`config.mk`:
```
export PLATFORM = sky130hd
export DESIGN_NAME = irq_dispatch_ctrl
export DESIGN_NICKNAME = d
export VERILOG_FILES = /design/src/rtl/irq_dispatch_ctrl.sv
export SDC_FILE = /design/constraint.sdc
export NUM_CORES = 1
export LEC_CHECK = 0
export BUFFER_PORTS_ARGS = -buffer_cell sky130_fd_sc_hd__buf_2
export CORE_ASPECT_RATIO = 1.2
export CORE_MARGIN = 2
export CORE_UTILIZATION = 51
export DETAILED_ROUTE_END_ITERATION = 8
export GPL_ROUTABILITY_DRIVEN = 0
export PLACE_DENSITY = 0.9
export SETUP_SLACK_MARGIN = 0.15
export SYNTH_ARGS = -nofsm -noshare
export SYNTH_HDL_FRONTEND = slang
export SYNTH_SLANG_ARGS = --single-unit
```
`constraint.sdc`:
```
create_clock -name clock -period 2.1 [get_ports clock]
set_input_delay 0.315 -clock clock [delete_from_list [all_inputs] [get_ports clock]]
set_output_delay 0.315 -clock clock [all_outputs]
set_load 0.05 [all_outputs]
```
`src/rtl/irq_dispatch_ctrl.sv`:
```
// Interrupt entry/exit sequencer: freezes the pipeline, saves the return PC, vectors to the ISR and restores on RETI.
// Optional nesting is enabled by defining IRQ_NEST_EN; otherwise a single return register is used.
module irq_dispatch_ctrl #(
  parameter int                  PC_WIDTH    = 16,
  parameter logic [PC_WIDTH-1:0] VECTOR_BASE = PC_WIDTH'(16'h0040),
  parameter int                  NEST_DEPTH  = 4
) (
  input  logic                clock,
  input  logic                reset,
  input  logic                irq_req,
  input  logic [4:0]          irq_num,
  input  logic                pipe_drained,
  input  logic [PC_WIDTH-1:0] current_pc,
  input  logic                reti,
  output logic                stall_req,
  output logic                pc_load,
  output logic [PC_WIDTH-1:0] pc_target,
  output logic                irq_ack,
  output logic [4:0]          ack_num,
  output logic                in_service,
  output logic [2:0]          nest_level,
  output logic                stack_overflow
);

  typedef enum logic [1:0] {
    IDLE     = 2'd0,
    STALL    = 2'd1,
    DISPATCH = 2'd2,
    RETURN   = 2'd3
  } stateT;

  if ((NEST_DEPTH < 1) || (NEST_DEPTH > 7)) begin : gDepthCheck
    $error("irq_dispatch_ctrl: NEST_DEPTH must be in 1..7");
  end

  stateT               stateQ;
  logic [2:0]          levelQ;
  logic [4:0]          numQ;
  logic [PC_WIDTH-1:0] stackTop;
  logic [PC_WIDTH-1:0] vecAddr;
  logic                pushEn;

  assign pushEn  = (stateQ == STALL) && pipe_drained;
  assign vecAddr = VECTOR_BASE + PC_WIDTH'({numQ, 2'b00});

`ifdef IRQ_NEST_EN
  localparam logic [2:0] LIMIT = 3'(NEST_DEPTH);
  localparam int         IDX_W = (NEST_DEPTH > 1) ? $clog2(NEST_DEPTH) : 1;

  logic [PC_WIDTH-1:0] stackMem [2**IDX_W];
  logic [IDX_W-1:0]    pushIdx;
  logic [IDX_W-1:0]    popIdx;
  logic                ovfSet;
  logic                ovfQ;

  // Level never exceeds the depth, so modular index arithmetic stays in range.
  assign pushIdx  = levelQ[IDX_W-1:0];
  assign popIdx   = pushIdx - IDX_W'(1);
  assign stackTop = stackMem[popIdx];
  assign ovfSet   = (stateQ == IDLE) && !(reti && (levelQ != 3'd0)) && irq_req && (levelQ == LIMIT);

  // Return-address stack storage.
  always_ff @(posedge clock or negedge reset) begin
    if (!reset) begin
      for (int i = 0; i < 2**IDX_W; i++) begin
        stackMem[i] <= '0;
      end
    end else if (pushEn) begin
      stackMem[pushIdx] <= current_pc;
    end
  end

  // Sticky record of a request refused because the stack was full.
  always_ff @(posedge clock or negedge reset) begin
    if (!reset) begin
      ovfQ <= 1'b0;
    end else if (ovfSet) begin
      ovfQ <= 1'b1;
    end
  end

  assign stack_overflow = ovfQ;
`else
  localparam logic [2:0] LIMIT = 3'd1;

  logic [PC_WIDTH-1:0] stackReg;

  assign stackTop = stackReg;

  // Single return-address register.
  always_ff @(posedge clock or negedge reset) begin
    if (!reset) begin
      stackReg <= '0;
    end else if (pushEn) begin
      stackReg <= current_pc;
    end
  end

  assign stack_overflow = 1'b0;
`endif

  // Sequencing FSM; all handshake outputs are registered alongside the state.
  always_ff @(posedge clock or negedge reset) begin
    if (!reset) begin
      stateQ    <= IDLE;
      levelQ    <= 3'd0;
      numQ      <= 5'd0;
      stall_req <= 1'b0;
      pc_load   <= 1'b0;
      pc_target <= '0;
      irq_ack   <= 1'b0;
      ack_num   <= 5'd0;
    end else begin
      pc_load   <= 1'b0;
      pc_target <= '0;
      irq_ack   <= 1'b0;
      ack_num   <= 5'd0;
      case (stateQ)
        IDLE: begin
          // RETI wins over a simultaneous request; that request is dropped.
          if (reti && (levelQ != 3'd0)) begin
            stateQ    <= RETURN;
            stall_req <= 1'b0;
            pc_load   <= 1'b1;
            pc_target <= stackTop;
            levelQ    <= levelQ - 3'd1;
          end else if (irq_req && (levelQ < LIMIT)) begin
            stateQ    <= STALL;
            stall_req <= 1'b1;
            numQ      <= irq_num;
          end else begin
            stateQ    <= IDLE;
            stall_req <= 1'b0;
          end
        end
        STALL: begin
          if (pipe_drained) begin
            stateQ    <= DISPATCH;
            stall_req <= 1'b1;
            pc_load   <= 1'b1;
            pc_target <= vecAddr;
            irq_ack   <= 1'b1;
            ack_num   <= numQ;
            levelQ    <= levelQ + 3'd1;
          end else begin
            stateQ    <= STALL;
            stall_req <= 1'b1;
          end
        end
        DISPATCH: begin
          stateQ    <= IDLE;
          stall_req <= 1'b0;
        end
        RETURN: begin
          stateQ    <= IDLE;
          stall_req <= 1'b0;
        end
        default: begin
          stateQ    <= IDLE;
          stall_req <= 1'b0;
        end
      endcase
    end
  end

  assign nest_level = levelQ;
  assign in_service = (levelQ != 3'd0);

endmodule

```
After elaboration in Yosys (flattened, before gate mapping)
Index checks and enable logic that the tools add are counted.
{ "classes": {"add_sub_neg": 3, "magnitude_cmp": 1, "n_eq_ne": 5, "muxes": 19, "bitwise_logic": 1, "reduce_logical": 9} }
{ "ops": {"columns": ["cell", "count"], "rows": [
  ["$pmux W16 S2", 1],
  ["$mux W16", 1],
  ["$mux W5", 2],
  ["$add A7 B7 Y8 const A", 1],
  ["$mux W8", 1],
  ["$mux W1", 6],
  ["$mux W3", 2],
  ["$pmux W2 S3", 1],
  ["$pmux W3 S2", 1],
  ["$reduce_and A3 Y1", 2],
  ["$eq A2 B2 Y1 const B", 2],
  ["$mux W2", 2],
  ["$ne A2 B2 Y1 const B", 2],
  ["$add A3 B1 Y3 const B", 1],
  ["$logic_and A1 B1 Y1", 3],
  ["$lt A3 B1 Y1 const B", 1],
  ["$pmux W1 S3", 1],
  ["$reduce_bool A3 Y1", 1],
  ["$sub A3 B1 Y3 const B", 1],
  ["$eq A2 B1 Y1 const B", 1],
  ["$logic_not A2 Y1", 1],
  ["$pmux W1 S2", 1],
  ["$reduce_bool A2 Y1", 1],
  ["$reduce_or A2 Y1", 1],
  ["$not A1 Y1", 1]
]} }
{ "totals": {"reg_bits": 50, "inputBits": 26, "wordCells": 47} }

Depth between registers and ports, before layout
{ "logic_depth": {"word_depth": 5, "mapped_depth": 8, "ltp_nobuf": 5} }

Least setup slack after synthesis
No wires, ideal clock.
{ "synth_timing": {"kind": "register -> register", "startpoint": "register levelQ[0], in the netlist nest_level[0]", "endpoint": "register pc_target[0]", "t_arrival_ns": 1.858, "t_required_ns": 2.037, "setup_slack_ns": 0.179, "path_stages_with_launch": 9, "n_path_buf": 3, "path_cell_list": "dfrtp_1 inv_1 ha_1 nand2b_1 buf_6 and3_4 buf_6 buf_12 and2_4"} }
{ "synth_via": {"elab_chain_len": 4} }
{ "synth_lines": {"columns": ["item", "line", "source"], "rows": [
  ["start, declared", "37", "logic [2:0] levelQ;"],
  ["start signal, assigned", "126", "levelQ <= levelQ - 3'd1;"],
  ["start signal, assigned", "144", "levelQ <= levelQ + 3'd1;"],
  ["$reduce_bool A3 Y1", null, null],
  ["named net in_service", "20", "output logic in_service,"],
  ["$logic_and A1 B1 Y1", "121", "if (reti && (levelQ != 3'd0)) begin"],
  ["$mux W16", "121", null],
  ["$pmux W16 S2", "118", "case (stateQ)"],
  ["end signal, assigned", "125", "pc_target <= stackTop;"],
  ["end signal, assigned", "141", "pc_target <= vecAddr;"],
  ["end, declared", "17", "output logic [PC_WIDTH-1:0] pc_target,"]
]} }
The timed path passes the listed nets, and every way through them passes these cells.
A chain may end at the register's enable or synchronous reset.

Worst setup path after layout
{ "layout_timing": {"startpoint": "register levelQ[1], in the netlist nest_level[1]", "endpoint": "output in_service"} }
{ "layout_via": {"elab_chain_len": 1} }
{ "layout_lines": {"columns": ["item", "line", "source"], "rows": [
  ["$reduce_bool A3 Y1", "167", "assign in_service = (levelQ != 3'd0);"],
  ["end, declared", "20", null]
]} }
Every way passes these cells.

==> flow_summary.ini <==
[layout]
final_nets = 248
syn_to_final_growth_pct = 19.4
fin_cells = 274
final_util = 0.622
antenna_cells = 0
drive_gt1_frac = 0.423
fillers = 350

[yosys]
netlist_area_sq_um = 2020
synthCells = 166
synth.distinct_cells = 37
synth_area_per_cell_sq_um = 12.2
synth_ff_type = dfrtp_1
synth-seq-cells = 50
syn-num-nets = 195
ys_seq_area_frac = 0.619
async_reset_ff_frac = 1.00
synth_warnings = 0
synth-edff-count = 0
synth_top_area_frac = 0.619
yosysTopAreaCell = dfrtp_1
synth_area_leaders = dfrtp_1 62%, nand2_1 8.9%, and2_4 3.9%

[power_and_ir_drop]
power.leakage_nw = 1.35
power.total_mw = 3.66
pwr_density_cell_nw_per_um2 = 1520
ir_drop_v = 0.000923

[cts]
cts_root_buf = clkbuf_8
cts_max_level = 2
clk_latency_ns = 0.29
cts_made_buffers = 5
cts.sinks = 50
ctsHoldBuffers = 0
cts_tree = built
clockBufferDepth = 2
path_clk_slew_ns = 0.09

[global_routing]
grt_pass1_vias = 1268
grt-ovfl-total = 0
grt_max_degree = 27
antenna_found_initial = 0
grtUsageTotal = 0.178
grt_pass1_wl_um = 5850

[run_status]
status = finished, final reports clean

[routing]
postRouteAntennaNets = 0
first_iter_violations = 49
routed_wl_um = 3530
routedWlPerCell_um = 12.9
vias = 1328
drc = 0
viasPerCell = 4.85
drt-pass1-iter-count = 6

[placed_design]
dp_cells = 266
dp_hpwl_um = 2520
port_buffers = 53
dp_slack_ns = 0.429

[die]
placementRows = 25
num_io_pins = 55
coreArea_sq_um = 3880
die_h_um = 73.0
die_area_sq_um = 4490
fp.dieW_um = 61.5
start_util = 0.521

[sta]
max_slew.worst_pin.slew_ns = 0.581
fin_crit_sh = 0.869
hold_viol = 0
max_freq_ghz = 0.548
tns_ns = 0
setup_viol = 0
finClkSkew_ns = 0.00299
max-slew-margin-rel = 0.613
report.final.slew_viol_count = 0
grt_setup_unrepaired = false
layout_setup_ws_ns = 0.275
period_minus_slack_ns = 1.83

[setup_path]
worstPathMaxFanout = 7
setup.worst_path.end_class = output port
critical-path-max-stage-delay_ns = 0.49
path_cells = inv_1 > ha_1 > nand2b_2 > buf_4
cp.required_ns = 1.78
arrival_ns = 1.51
start_kind = flip-flop
r2r_setup_slack_ns = 0.50
worst-path-buf-inv = 2
crit_slowest_cell = dfrtp_1
crit_type = reg2out
path_delay_family = flip-flops

[run]
drv_cap = 0

[worst_hold_path]
min_path_type = in2async
metal layers:
layer,track usage,up-vias,part of all wire
li1,-,641,-
met2,0.290,35,0.54
met1,0.230,650,0.41
met5,0,-,0
met4,0.0591,0,0.0096
met3,0.0426,2,0.045
through the flow:
step | hold slack [ns] | area, sq um
6_report | 0.00893 | 2410
5_1_grt | 0.0348 | 2410
4_1_cts | 0.0185 | 2410
3_5_place_dp | 0.343 | 2300
3_3_place_gp | 0.338 | 2300
2_1_floorplan | 0.0194 | 2020
power breakdown:
| part | internal, mW | switching (mW) |
|---|---|---|
| Sequential | 1.31 | 0.224 |
| Clock | 0.350 | 0.295 |
| Combinational | 0.471 | 1.01 |
| Total | 2.13 | 1.53 |
synthesized netlist by cell type (2+ instances only):
| cell type | n |
|---|---|
| and2_4 | 9 |
| buf_2 | 2 |
| a21o_2 | 5 |
| buf_6 | 3 |
| dfrtp_1 | 50 |
| a211oi_1 | 3 |
| inv_1 | 4 |
| nor2_1 | 2 |
| nand2_1 | 48 |
| mux2_2 | 5 |
| and2_1 | 5 |
| nand2b_1 | 2 |
| ha_1 | 3 |
| a21oi_1 | 2 |
cell type report:
class                   instances  area [sq um]  area share
clock buffers                   5          68.8      0.0285
clock inverters                 3          40.0      0.0166
flip-flops and latches         50          1250       0.518
well taps                      54          67.6      0.0280
multi-input cells             103           677       0.280
inverters                       5          21.3     0.00881
repair buffers                 54           288       0.119
kinds of logic (layout without fill, tap and decap cells):
group,count (synthesis),in the layout,share of synthesized area
adders and majority gates,3,3,0.0186
DFF,50,50,0.619
AOI/OAI and AO/OA,15,15,0.0644
xor gates and xnor gates,1,1,0.00433
muxes,5,5,0.0278
buffers and inverters,13,67,0.0476
other,1,1,0.00185
and+or+nand+nor,78,78,0.217
worst paths after layout:
check,cells past startpoint,to,start
setup / recovery,4,in_service,nest_level[1]
min in group clock,3,stackReg[13],current_pc[13]
hold reg to reg,1,pc_target[6],numQ[4]
hold / removal,1,stackReg[12],reset
setup reg to reg,5,numQ[1],nest_level[1]
max in group asynchronous,2,ack_num[3],reset
placed cells by master, fill, tap and decap left out, types with 2 or more instances in the layout:
| cell type | count |
|---|---|
| and2_1 | 5 |
| mux2_2 | 5 |
| nand2_1 | 48 |
| dfrtp_1 | 50 |
| a211oi_1 | 3 |
| buf_2 | 52 |
| clkbuf_8 | 5 |
| ha_1 | 3 |
| a21o_2 | 5 |
| inv_1 | 4 |
| nor2_1 | 2 |
| a21oi_1 | 2 |
| and2_4 | 9 |
| clkinv_2 | 2 |
repair_timing:
item,4_1_cts,5_1_grt
setup buffers,0,0
gates resized for setup,2,0
setup endpoints to repair,1,0
sequential cells by signal, summed over array words and instances (netlist names):
signal      cells
pc_target      16
nest_level      3
pc_load         1
stall_req       1
irq_ack         1
ack_num         5
stackReg       16
stateQ          2
numQ            5
Note: power is estimated with default switching activity, not from simulation.
